$ cat src/rtl/fetch_ctrl.sv
`default_nettype none
// ============================================================================
// Module   : fetch_ctrl
// Purpose  : Fetch PC sequencer with stall hold, pending redirect and squash.
//            Optional performance counters under PERF_CNT_EN.
// Revision : 1.0 - initial release
// ============================================================================
module fetch_ctrl #(
    parameter logic [31:0] RESET_PC = 32'h4000_0000,
    parameter int          CNT_W    = 32
) (
    input  logic             clk,
    input  logic             rst,
    input  logic             stall,
    input  logic [1:0]       pc_sel,
    input  logic [31:0]      jal_target,
    input  logic [31:0]      brj_target,
    output logic [31:0]      pc_f,
    output logic             imem_re,
    output logic             kill_f,
    output logic             kill_d,
    output logic [CNT_W-1:0] redirect_cnt,
    output logic [CNT_W-1:0] brj_cnt,
    input  logic             cnt_clr
);

    localparam logic [1:0] S_BOOT = 2'd0;
    localparam logic [1:0] S_RUN  = 2'd1;
    localparam logic [1:0] S_HOLD = 2'd2;
    localparam logic [1:0] S_PEND = 2'd3;

    localparam logic [1:0] c_sel_jal = 2'b01;
    localparam logic [1:0] c_sel_brj = 2'b10;

    logic [1:0]  r_state, w_state_nxt;
    logic [31:0] r_pc, w_pc_nxt;
    logic [31:0] r_pend_pc, w_pend_pc_nxt;
    logic        r_pend_brj, w_pend_brj_nxt;
    logic        w_brj, w_jal, w_jal_ok, w_accept;
    logic [31:0] w_tgt;
    logic        w_unused;

    assign w_unused = ^{cnt_clr, jal_target[1:0], brj_target[1:0]};

    // A jal is dropped only when an older brj is already waiting.
    assign w_brj    = (r_state != S_BOOT) && (pc_sel == c_sel_brj);
    assign w_jal    = (r_state != S_BOOT) && (pc_sel == c_sel_jal);
    assign w_jal_ok = w_jal && !((r_state == S_PEND) && r_pend_brj);
    assign w_accept = w_brj || w_jal_ok;
    assign w_tgt    = w_brj ? {brj_target[31:2], 2'b00} : {jal_target[31:2], 2'b00};

    always_ff @(posedge clk or posedge rst) begin
        if (rst) begin
            r_state    <= S_BOOT;
            r_pc       <= RESET_PC;
            r_pend_pc  <= 32'd0;
            r_pend_brj <= 1'b0;
        end else begin
            r_state    <= w_state_nxt;
            r_pc       <= w_pc_nxt;
            r_pend_pc  <= w_pend_pc_nxt;
            r_pend_brj <= w_pend_brj_nxt;
        end
    end

    always_comb begin
        w_state_nxt    = r_state;
        w_pc_nxt       = r_pc;
        w_pend_pc_nxt  = r_pend_pc;
        w_pend_brj_nxt = r_pend_brj;
        case (r_state)
            S_BOOT: w_state_nxt = stall ? S_HOLD : S_RUN;
            S_RUN, S_HOLD: begin
                if (stall) begin
                    if (w_accept) begin
                        w_state_nxt    = S_PEND;
                        w_pend_pc_nxt  = w_tgt;
                        w_pend_brj_nxt = w_brj;
                    end else begin
                        w_state_nxt = S_HOLD;
                    end
                end else begin
                    w_state_nxt = S_RUN;
                    w_pc_nxt    = w_accept ? w_tgt : r_pc + 32'd4;
                end
            end
            S_PEND: begin
                if (stall) begin
                    if (w_accept) begin
                        w_pend_pc_nxt  = w_tgt;
                        w_pend_brj_nxt = w_brj;
                    end
                end else begin
                    w_state_nxt = S_RUN;
                    w_pc_nxt    = w_accept ? w_tgt : r_pend_pc;
                end
            end
            default: w_state_nxt = S_BOOT;
        endcase
    end

    always_comb begin
        imem_re = (r_state != S_HOLD) && (r_state != S_PEND);
        kill_f  = w_brj || w_jal;
        kill_d  = w_brj;
    end

    assign pc_f = r_pc;

`ifdef PERF_CNT_EN
    logic [CNT_W-1:0] r_redirect_cnt, r_brj_cnt;

    always_ff @(posedge clk or posedge rst) begin
        if (rst) begin
            r_redirect_cnt <= '0;
            r_brj_cnt      <= '0;
        end else if (cnt_clr) begin
            r_redirect_cnt <= '0;
            r_brj_cnt      <= '0;
        end else begin
            if (w_accept && (r_redirect_cnt != '1))
                r_redirect_cnt <= r_redirect_cnt + CNT_W'(1);
            if (w_brj && (r_brj_cnt != '1))
                r_brj_cnt <= r_brj_cnt + CNT_W'(1);
        end
    end

    assign redirect_cnt = r_redirect_cnt;
    assign brj_cnt      = r_brj_cnt;
`else
    assign redirect_cnt = '0;
    assign brj_cnt      = '0;
`endif

endmodule
`default_nettype wire

$ cat config.mk
export PLATFORM = sky130hd
export DESIGN_NAME = fetch_ctrl
export DESIGN_NICKNAME = d
export VERILOG_FILES = /design/src/rtl/fetch_ctrl.sv
export SDC_FILE = /design/constraint.sdc
export NUM_CORES = 1
export LEC_CHECK = 0
export BUFFER_PORTS_ARGS = -buffer_cell sky130_fd_sc_hd__buf_4
export CAP_MARGIN = 25
export CELL_PAD_IN_SITES_DETAIL_PLACEMENT = 1
export CELL_PAD_IN_SITES_GLOBAL_PLACEMENT = 2
export CORE_ASPECT_RATIO = 0.5
export CORE_MARGIN = 4
export CORE_UTILIZATION = 28
export CTS_BUF_LIST = sky130_fd_sc_hd__clkbuf_16
export CTS_CLUSTER_DIAMETER = 200
export CTS_CLUSTER_SIZE = 12
export DETAILED_ROUTE_END_ITERATION = 10
export GPL_ROUTABILITY_DRIVEN = 1
export PLACE_DENSITY = 0.83
export REMOVE_ABC_BUFFERS = 1
export SETUP_SLACK_MARGIN = 0.02
export SLEW_MARGIN = 30
export SYNTH_ARGS = -nofsm -noshare
export SYNTH_HDL_FRONTEND = slang
export SYNTH_SLANG_ARGS = --single-unit
export TNS_END_PERCENT = 30
$ cat constraint.sdc
create_clock -name clk -period 2.58 [get_ports clk]
set_input_delay 0.129 -clock clk [delete_from_list [all_inputs] [get_ports clk]]
set_output_delay 0.129 -clock clk [all_outputs]
set_load 0.01 [all_outputs]
==> results of run 1 <==
==> cells in the final DEF, fill, tap and decap left out, types with 3 or more instances in the layout <==
master	count
buf_12	3
nand3_1	10
a21o_1	3
buf_4	118
a211oi_1	4
a221o_1	6
o221ai_1	3
nand4_1	8
a31oi_1	22
nor3_1	19
a21oi_1	19
o311ai_0	3
a22o_1	3
o21a_1	3
a221oi_1	7
ha_1	5
o21ai_0	22
a222oi_1	3
nand2b_1	8
xor2_1	5
dfrtp_1	66
clkbuf_16	9
or3_1	7
nor4_1	3
xnor2_1	6
and3_1	4
mux2_2	13
o22ai_1	3
nand2_1	65
o211ai_1	11
clkinv_1	3
mux2i_1	13
conb_1	64
inv_1	17
and4_1	3
nor2_1	49
==> layer usage <==
layer	vias up	global-route usage [%]	share of wire, %
li1	2046	-	-
met4	0	3.78	1.2
met5	-	0	0
met1	2155	20.8	45
met3	17	3.33	5.8
met2	127	27.3	48
==> power by group <==
part	internal (uW)	leakage (uW)	total, uW	switching [uW]
Clock	630	0.000138	1090	464
Sequential	1530	0.000777	2020	484
Combinational	1350	0.00162	3070	1720
Total	3510	0.00253	6180	2670
==> per-stage QoR <==
| stage | power [uW] | setup TNS (ns) |
|---|---|---|
| global route | 6670 | 0 |
| floorplan | 3780 | -79.63 |
| CTS | 6250 | 0 |
| finish | 6180 | 0 |
| detailed placement | 5120 | 0 |
| global placement | 5010 | 0 |
==> registers in the layout, summed over array words and instances (netlist names) <==
signal / flops
r_state: 2
pc_f: 32
r_pend_pc: 32
r_pend_brj: 1
==> final timing paths <==
| kind | startpoint | to | cells after the start |
|---|---|---|---|
| max in group asynchronous | rst | pc_f[30] | 4 |
| min in group asynchronous | rst | r_pend_pc[15] | 4 |
| setup reg to reg | pc_f[2] | pc_f[28] | 7 |
| setup / recovery | pc_f[2] | pc_f[28] | 7 |
| hold / removal | jal_target[27] | r_pend_pc[27] | 3 |
| hold reg to reg | r_pend_pc[1] | pc_f[1] | 1 |
==> critical path, cell delays in order, from the launching register on <==
cell	delay, ns
dfrtp_1	0.47
ha_1	0.37
and3_1	0.21
nand4b_1	0.09
buf_4	0.21
or3_1	0.40
a221oi_2	0.26
o22ai_1	0.11
==> cells by family (layout without fill, tap and decap cells) <==
kind of cell,Yosys count,in the layout,share of synthesized area (%)
flip-flops,67,67,36.1
adder cells (fa/ha/maj),5,5,1.35
buffers and inverters,115,155,14.7
other,1,64,0.0808
AND/OR/NAND/NOR,191,191,19.6
AO/OA/AOI/OAI,132,132,20.1
multiplexers,26,26,5.96
XOR/XNOR,11,11,2.07
==> final cells by class <==
cell class | count | area, um2
Inverter | 17 | 63.8
Clock inverter | 7 | 28.8
Timing Repair Buffer | 122 | 956
Sequential cell | 67 | 1680
Fill cell | 1900 | 10000
Multi-Input combinational cell | 429 | 2540
Clock buffer | 9 | 225
Tap cell | 221 | 277
==> what timing repair did <==
item,CTS,global route
hold buffers,1,0
resized for setup,0,0
endpoints found under the hold margin,66,0
==> flow_summary.yaml, run 1 <==
clock_network:
  path_clk_slew_ns: 0.06
  clock-sinks: 67
  root_buffer: "clkbuf_16"
  cts_tree: "yes"
  htree_levels: 3
  cts_buffers: 9
  clk_path_buf_depth: 2
  post_cts_buffers: 0
  clock_latency_ns: 0.34
logic_synthesis:
  synth-seq-cells: 67
  syn_area_mm2: 0.00464
  synth_most_common_cell: "dfrtp_1"
  synth_edf_count: 0
  synth_area_per_cell_um2: 8.47
  synth.distinct_cells: 65
  yosys.area.top_type: "dfrtp_1"
  yosys-top-cells-count: "dfrtp_1 (66), nand2_1 (65), buf_4 (64)"
  ys_seq_area_share_pct: 36.1
  syn_inst: 548
  yosys_warnings: 0
  synth_top_area_share_pct: 35.6
  synthArstFlopShare_pct: 100
  dominantRegCellSynth: "dfrtp_1"
  synth.area.top_cells: "dfrtp_1 (36%), buf_4 (10%), nand2_1 (5.3%), nor2_1 (4.0%), mux2_2 (3.2%)"
pwr:
  power_density_mw_per_mm2: 1070
  irDropWorstVdd_v: 0.000415
  power_leakage_uw: 0.00253
floorplan:
  die_h_um: 99.1
  initial_core_util_pct: 29.4
  core_area_mm2: 0.0158
  boundaryPins: 169
  rows: 32
  die_w_um: 190
  dieArea_mm2: 0.0188
timing:
  whs_ns: 0.0603
  maxSlewViolCount: 0
  period_share_pct: 86.9
  setup_ws_ns: 0.339
  setup_violations: 0
  relSlewSlack_pct: 56.6
  fmax_mhz: 446
  finalHoldViolCount: 0
  grt_setup_unrepaired: "false"
  period_minus_slack_ns: 2.24
  skew_ns: 0.00800
  worst_pin_slew_ns: 0.649
placement:
  numPortBuffers: 99
  placed_area_mm2: 0.00550
  hpwl_mm: 11.2
  place_congestion: 0.800
  dp_slack_ns: 0.358
  place_inst: 855
critical_path:
  critPathKind: "reg2reg"
  crit_arrival_ns: 2.45
  cp-start-kind: "flop"
  cp-end-kind: "flop"
  r2r_setup_slack_ns: 0.34
  cp_max_fo: 11
  critical_path_required_ns: 2.79
cells_and_area:
  nNetsFinal: 721
  layout-drive-gt1-share_pct: 24.0
  area_growth_pct: 24.2
  antenna_cells: 0
  finalInstanceArea_mm2: 0.00577
  final_core_util_pct: 36.5
  finalNonFillerCells: 872
routing:
  antenna_left: 0
  drtPass1Iterations: 5
  drt_iter0_drc: 221
  vias_per_cell: 4.98
  vias: 4345
  wl_mm: 15.3
  wire_per_inst_um: 17.6
  drc: 0
global_route:
  grt-ovfl-total: 0
  grt_pass1_vias: 4480
  grt_max_degree: 40
  grt_pass1_wl_mm: 24.1
  grt_use_total_pct: 16.0
  antenna_found_initial: 0
outcome:
  status: "finished clean"
worst_hold_path:
  min_path_type: "in2reg"
job:
  max_cap_viol_count: 0
Note: power is estimated with default switching activity, not from simulation.
==> run 2, diff against run 1 <==
--- a/config.mk
+++ b/config.mk
@@ -5,19 +5,21 @@
 export SDC_FILE = /design/constraint.sdc
 export NUM_CORES = 1
 export LEC_CHECK = 0
+export ABC_AREA = 1
 export BUFFER_PORTS_ARGS = -buffer_cell sky130_fd_sc_hd__buf_4
 export CAP_MARGIN = 25
 export CELL_PAD_IN_SITES_DETAIL_PLACEMENT = 1
 export CELL_PAD_IN_SITES_GLOBAL_PLACEMENT = 2
 export CORE_ASPECT_RATIO = 0.5
 export CORE_MARGIN = 4
-export CORE_UTILIZATION = 28
+export CORE_UTILIZATION = 26
 export CTS_BUF_LIST = sky130_fd_sc_hd__clkbuf_16
 export CTS_CLUSTER_DIAMETER = 200
 export CTS_CLUSTER_SIZE = 12
 export DETAILED_ROUTE_END_ITERATION = 10
 export GPL_ROUTABILITY_DRIVEN = 1
 export PLACE_DENSITY = 0.83
+export RECOVER_POWER = 25
 export REMOVE_ABC_BUFFERS = 1
 export SETUP_SLACK_MARGIN = 0.02
 export SLEW_MARGIN = 30
==> flow_summary.yaml, run 2 <==
outcome:
  status: "finished clean"
routing:
  wire_per_inst_um: 14.4
  drtPass1Iterations: 4
  vias: 4750
  wl_mm: 15.7
  drt_iter0_drc: 195
  antenna_left: 0
  drc: 0
  vias_per_cell: 4.35
clock_network:
  post_cts_buffers: 0
  cts_tree: "yes"
  cts_buffers: 9
  clock_latency_ns: 0.34
  path_clk_slew_ns: 0.06
  cts_resized: 0
  root_buffer: "clkbuf_16"
  clock-sinks: 67
  clk_path_buf_depth: 2
  htree_levels: 3
global_route:
  grt_max_degree: 40
  grt_use_total_pct: 14.8
  antenna_found_initial: 0
  grt_pass1_vias: 5015
  grt-ovfl-total: 0
  grt_pass1_wl_mm: 25.6
placement:
  hpwl_mm: 11.9
  numPortBuffers: 99
  place_congestion: 0.820
  place_inst: 1075
logic_synthesis:
  synth_compound_area_share_pct: 13.5
  synth_top_family_by_area: "simple AND/OR/NAND/NOR gates"
  dominantRegCellSynth: "dfrtp_1"
  syn_inst: 731
  synth_most_common_cell: "nand2_1"
  synth_mux_area_share_pct: 0.410
  synth_area_per_cell_um2: 6.69
  synth-simple-area-share_pct: 30.3
  yosys_warnings: 0
  ys_seq_area_share_pct: 34.3
  synthArstFlopShare_pct: 100
  synth.area.top_cells: "dfrtp_1 (34%), nand2_1 (16%), buf_4 (10%), nor2_1 (7.4%), a21oi_1 (5.3%)"
  synth_xor_area_share_pct: 1.79
  synth.distinct_cells: 39
  synthAdderAreaFrac_pct: 1.28
  synth_top_area_share_pct: 33.8
  yosys.area.top_type: "dfrtp_1"
  syn_area_mm2: 0.00489
  synth-seq-cells: 67
  yosys-top-cells-count: "nand2_1 (214), nor2_1 (96), buf_4 (66), dfrtp_1 (66), inv_1 (66)"
  synth_edf_count: 0
cells_and_area:
  n_fill_cell: 2360
  finalNonFillerCells: 1092
  area_growth_pct: 22.4
  final_core_util_pct: 32.5
  layout-drive-gt1-share_pct: 15.2
  antenna_cells: 0
  layout_commonest_cell: "nand2_1"
  layout_common_cells: "nand2_1 (214), buf_4 (97), nor2_1 (96), inv_1 (68), dfrtp_1 (66)"
  nNetsFinal: 903
critical_path:
  cp-end-kind: "flop"
  crit_arrival_ns: 2.41
  cp_top_family: "simple AND/OR/NAND/NOR gates"
  slowest_stage: "nor2_1"
  r2r_setup_slack_ns: 0.43
  slowest_delay_ns: 0.50
  cp.buffers_inverters: 3
  r2r-end: "pc_f[3]"
  rr_worst_depth: 9
  cp-start-kind: "flop"
  rr_startpoint: "r_state[0]"
  critPathKind: "reg2reg"
  cp_cell_sequence: "inv_1 > ha_1 > inv_1 > nand2_1 > o21ai_4 > buf_4 > nor2_1 > nand2_1 > a31oi_1"
  critical_path_required_ns: 2.84
  cp_max_fo: 22
floorplan:
  core_area_mm2: 0.0184
  boundaryPins: 169
  die_w_um: 202
  rows: 35
  dieArea_mm2: 0.0212
  initial_core_util_pct: 26.5
  die_h_um: 105
worst_hold_path:
  min_from: "brj_target[6]"
  hold_depth: 3
  min_path_type: "in2reg"
  hold_end: "r_pend_pc[6]"
timing:
  finalHoldViolCount: 0
  maxSlewViolCount: 0
  relSlewSlack_pct: 13.5
  setup_violations: 0
  fmax_mhz: 464
  period_share_pct: 83.5
  skew_ns: 0.00847
  grt_setup_unrepaired: "false"
  whs_ns: 0.0843
  setup_tns_ns: 0
  period_minus_slack_ns: 2.15
  worst_pin_slew_ns: 1.30
pwr:
  irDropWorstVdd_v: 0.000390
  power_density_mw_per_mm2: 1130
  power_leakage_uw: 0.00305
job:
  max_cap_viol_count: 0
==> run 2: worst max path at each step <==
| stage | depth (start not counted) | start | endpoint |
|---|---|---|---|
| CTS | 11 | r_state[0] | pc_f[2] |
| global route | 11 | r_state[0] | pc_f[2] |
| global placement | 9 | r_state[0] | pc_f[24] |
| finish | 9 | r_state[0] | pc_f[3] |
| floorplan | 7 | r_state[0] | pc_f[19] |
| detailed placement | 11 | r_state[0] | pc_f[2] |
==> run 2: logic make-up (layout without fill, tap and decap cells) <==
family                   Yosys count  count (layout)
AO/OA/AOI/OAI                    120             120
multiplexers                       2               2
flip-flops                        67              67
other                              1              64
buffers and inverters            160             199
AND/OR/NAND/NOR                  366             366
adder cells (fa/ha/maj)            5               5
XOR/XNOR                          10              10
==> run 2: report_power, final <==
group | leakage (uW) | switching [uW] | internal (uW)
Sequential | 0.000802 | 523 | 1550
Combinational | 0.00208 | 2050 | 1210
Clock | 0.000166 | 476 | 934
==> run 2: cell type report <==
type	count	area [um2]	area share [%]
timing repair buffer	115	838	14.0
clock buffer	9	225	3.76
tap	259	324	5.42
sequential	67	1680	28.0
inverter	68	255	4.27
clock inverter	7	109	1.82
multi-input combinational	567	2550	42.7
==> run 2: tightest hold or removal path, stage by stage <==
cell and delay (ns):
buf_4 0.07, a21boi_1 0.06, o21ai_1 0.12
==> run 2: repair_timing <==
item / CTS / global route
hold buffers: 1 / 0
setup endpoints to repair: 0 / 0
endpoints found under the hold margin: 28 / 0
==> run 2: routing by layer <==
metal	up-vias	part of all wire, %	global-route usage [%]
li1	2377	-	-
met5	-	0	0
met3	9	2.8	2.29
met4	0	0.70	3.07
met1	2291	48	19.4
met2	73	49	26.1
==> run 2: metrics by stage <==
step	power [uW]	cell area (um2)	setup slack, ns
final	6740	5980	0.426
after global routing	7380	5980	0.154
after CTS	6910	6040	0.390
after detailed placement	5450	5690	0.420
after global placement	5330	5690	0.505
after floorplan	4010	4480	-0.781
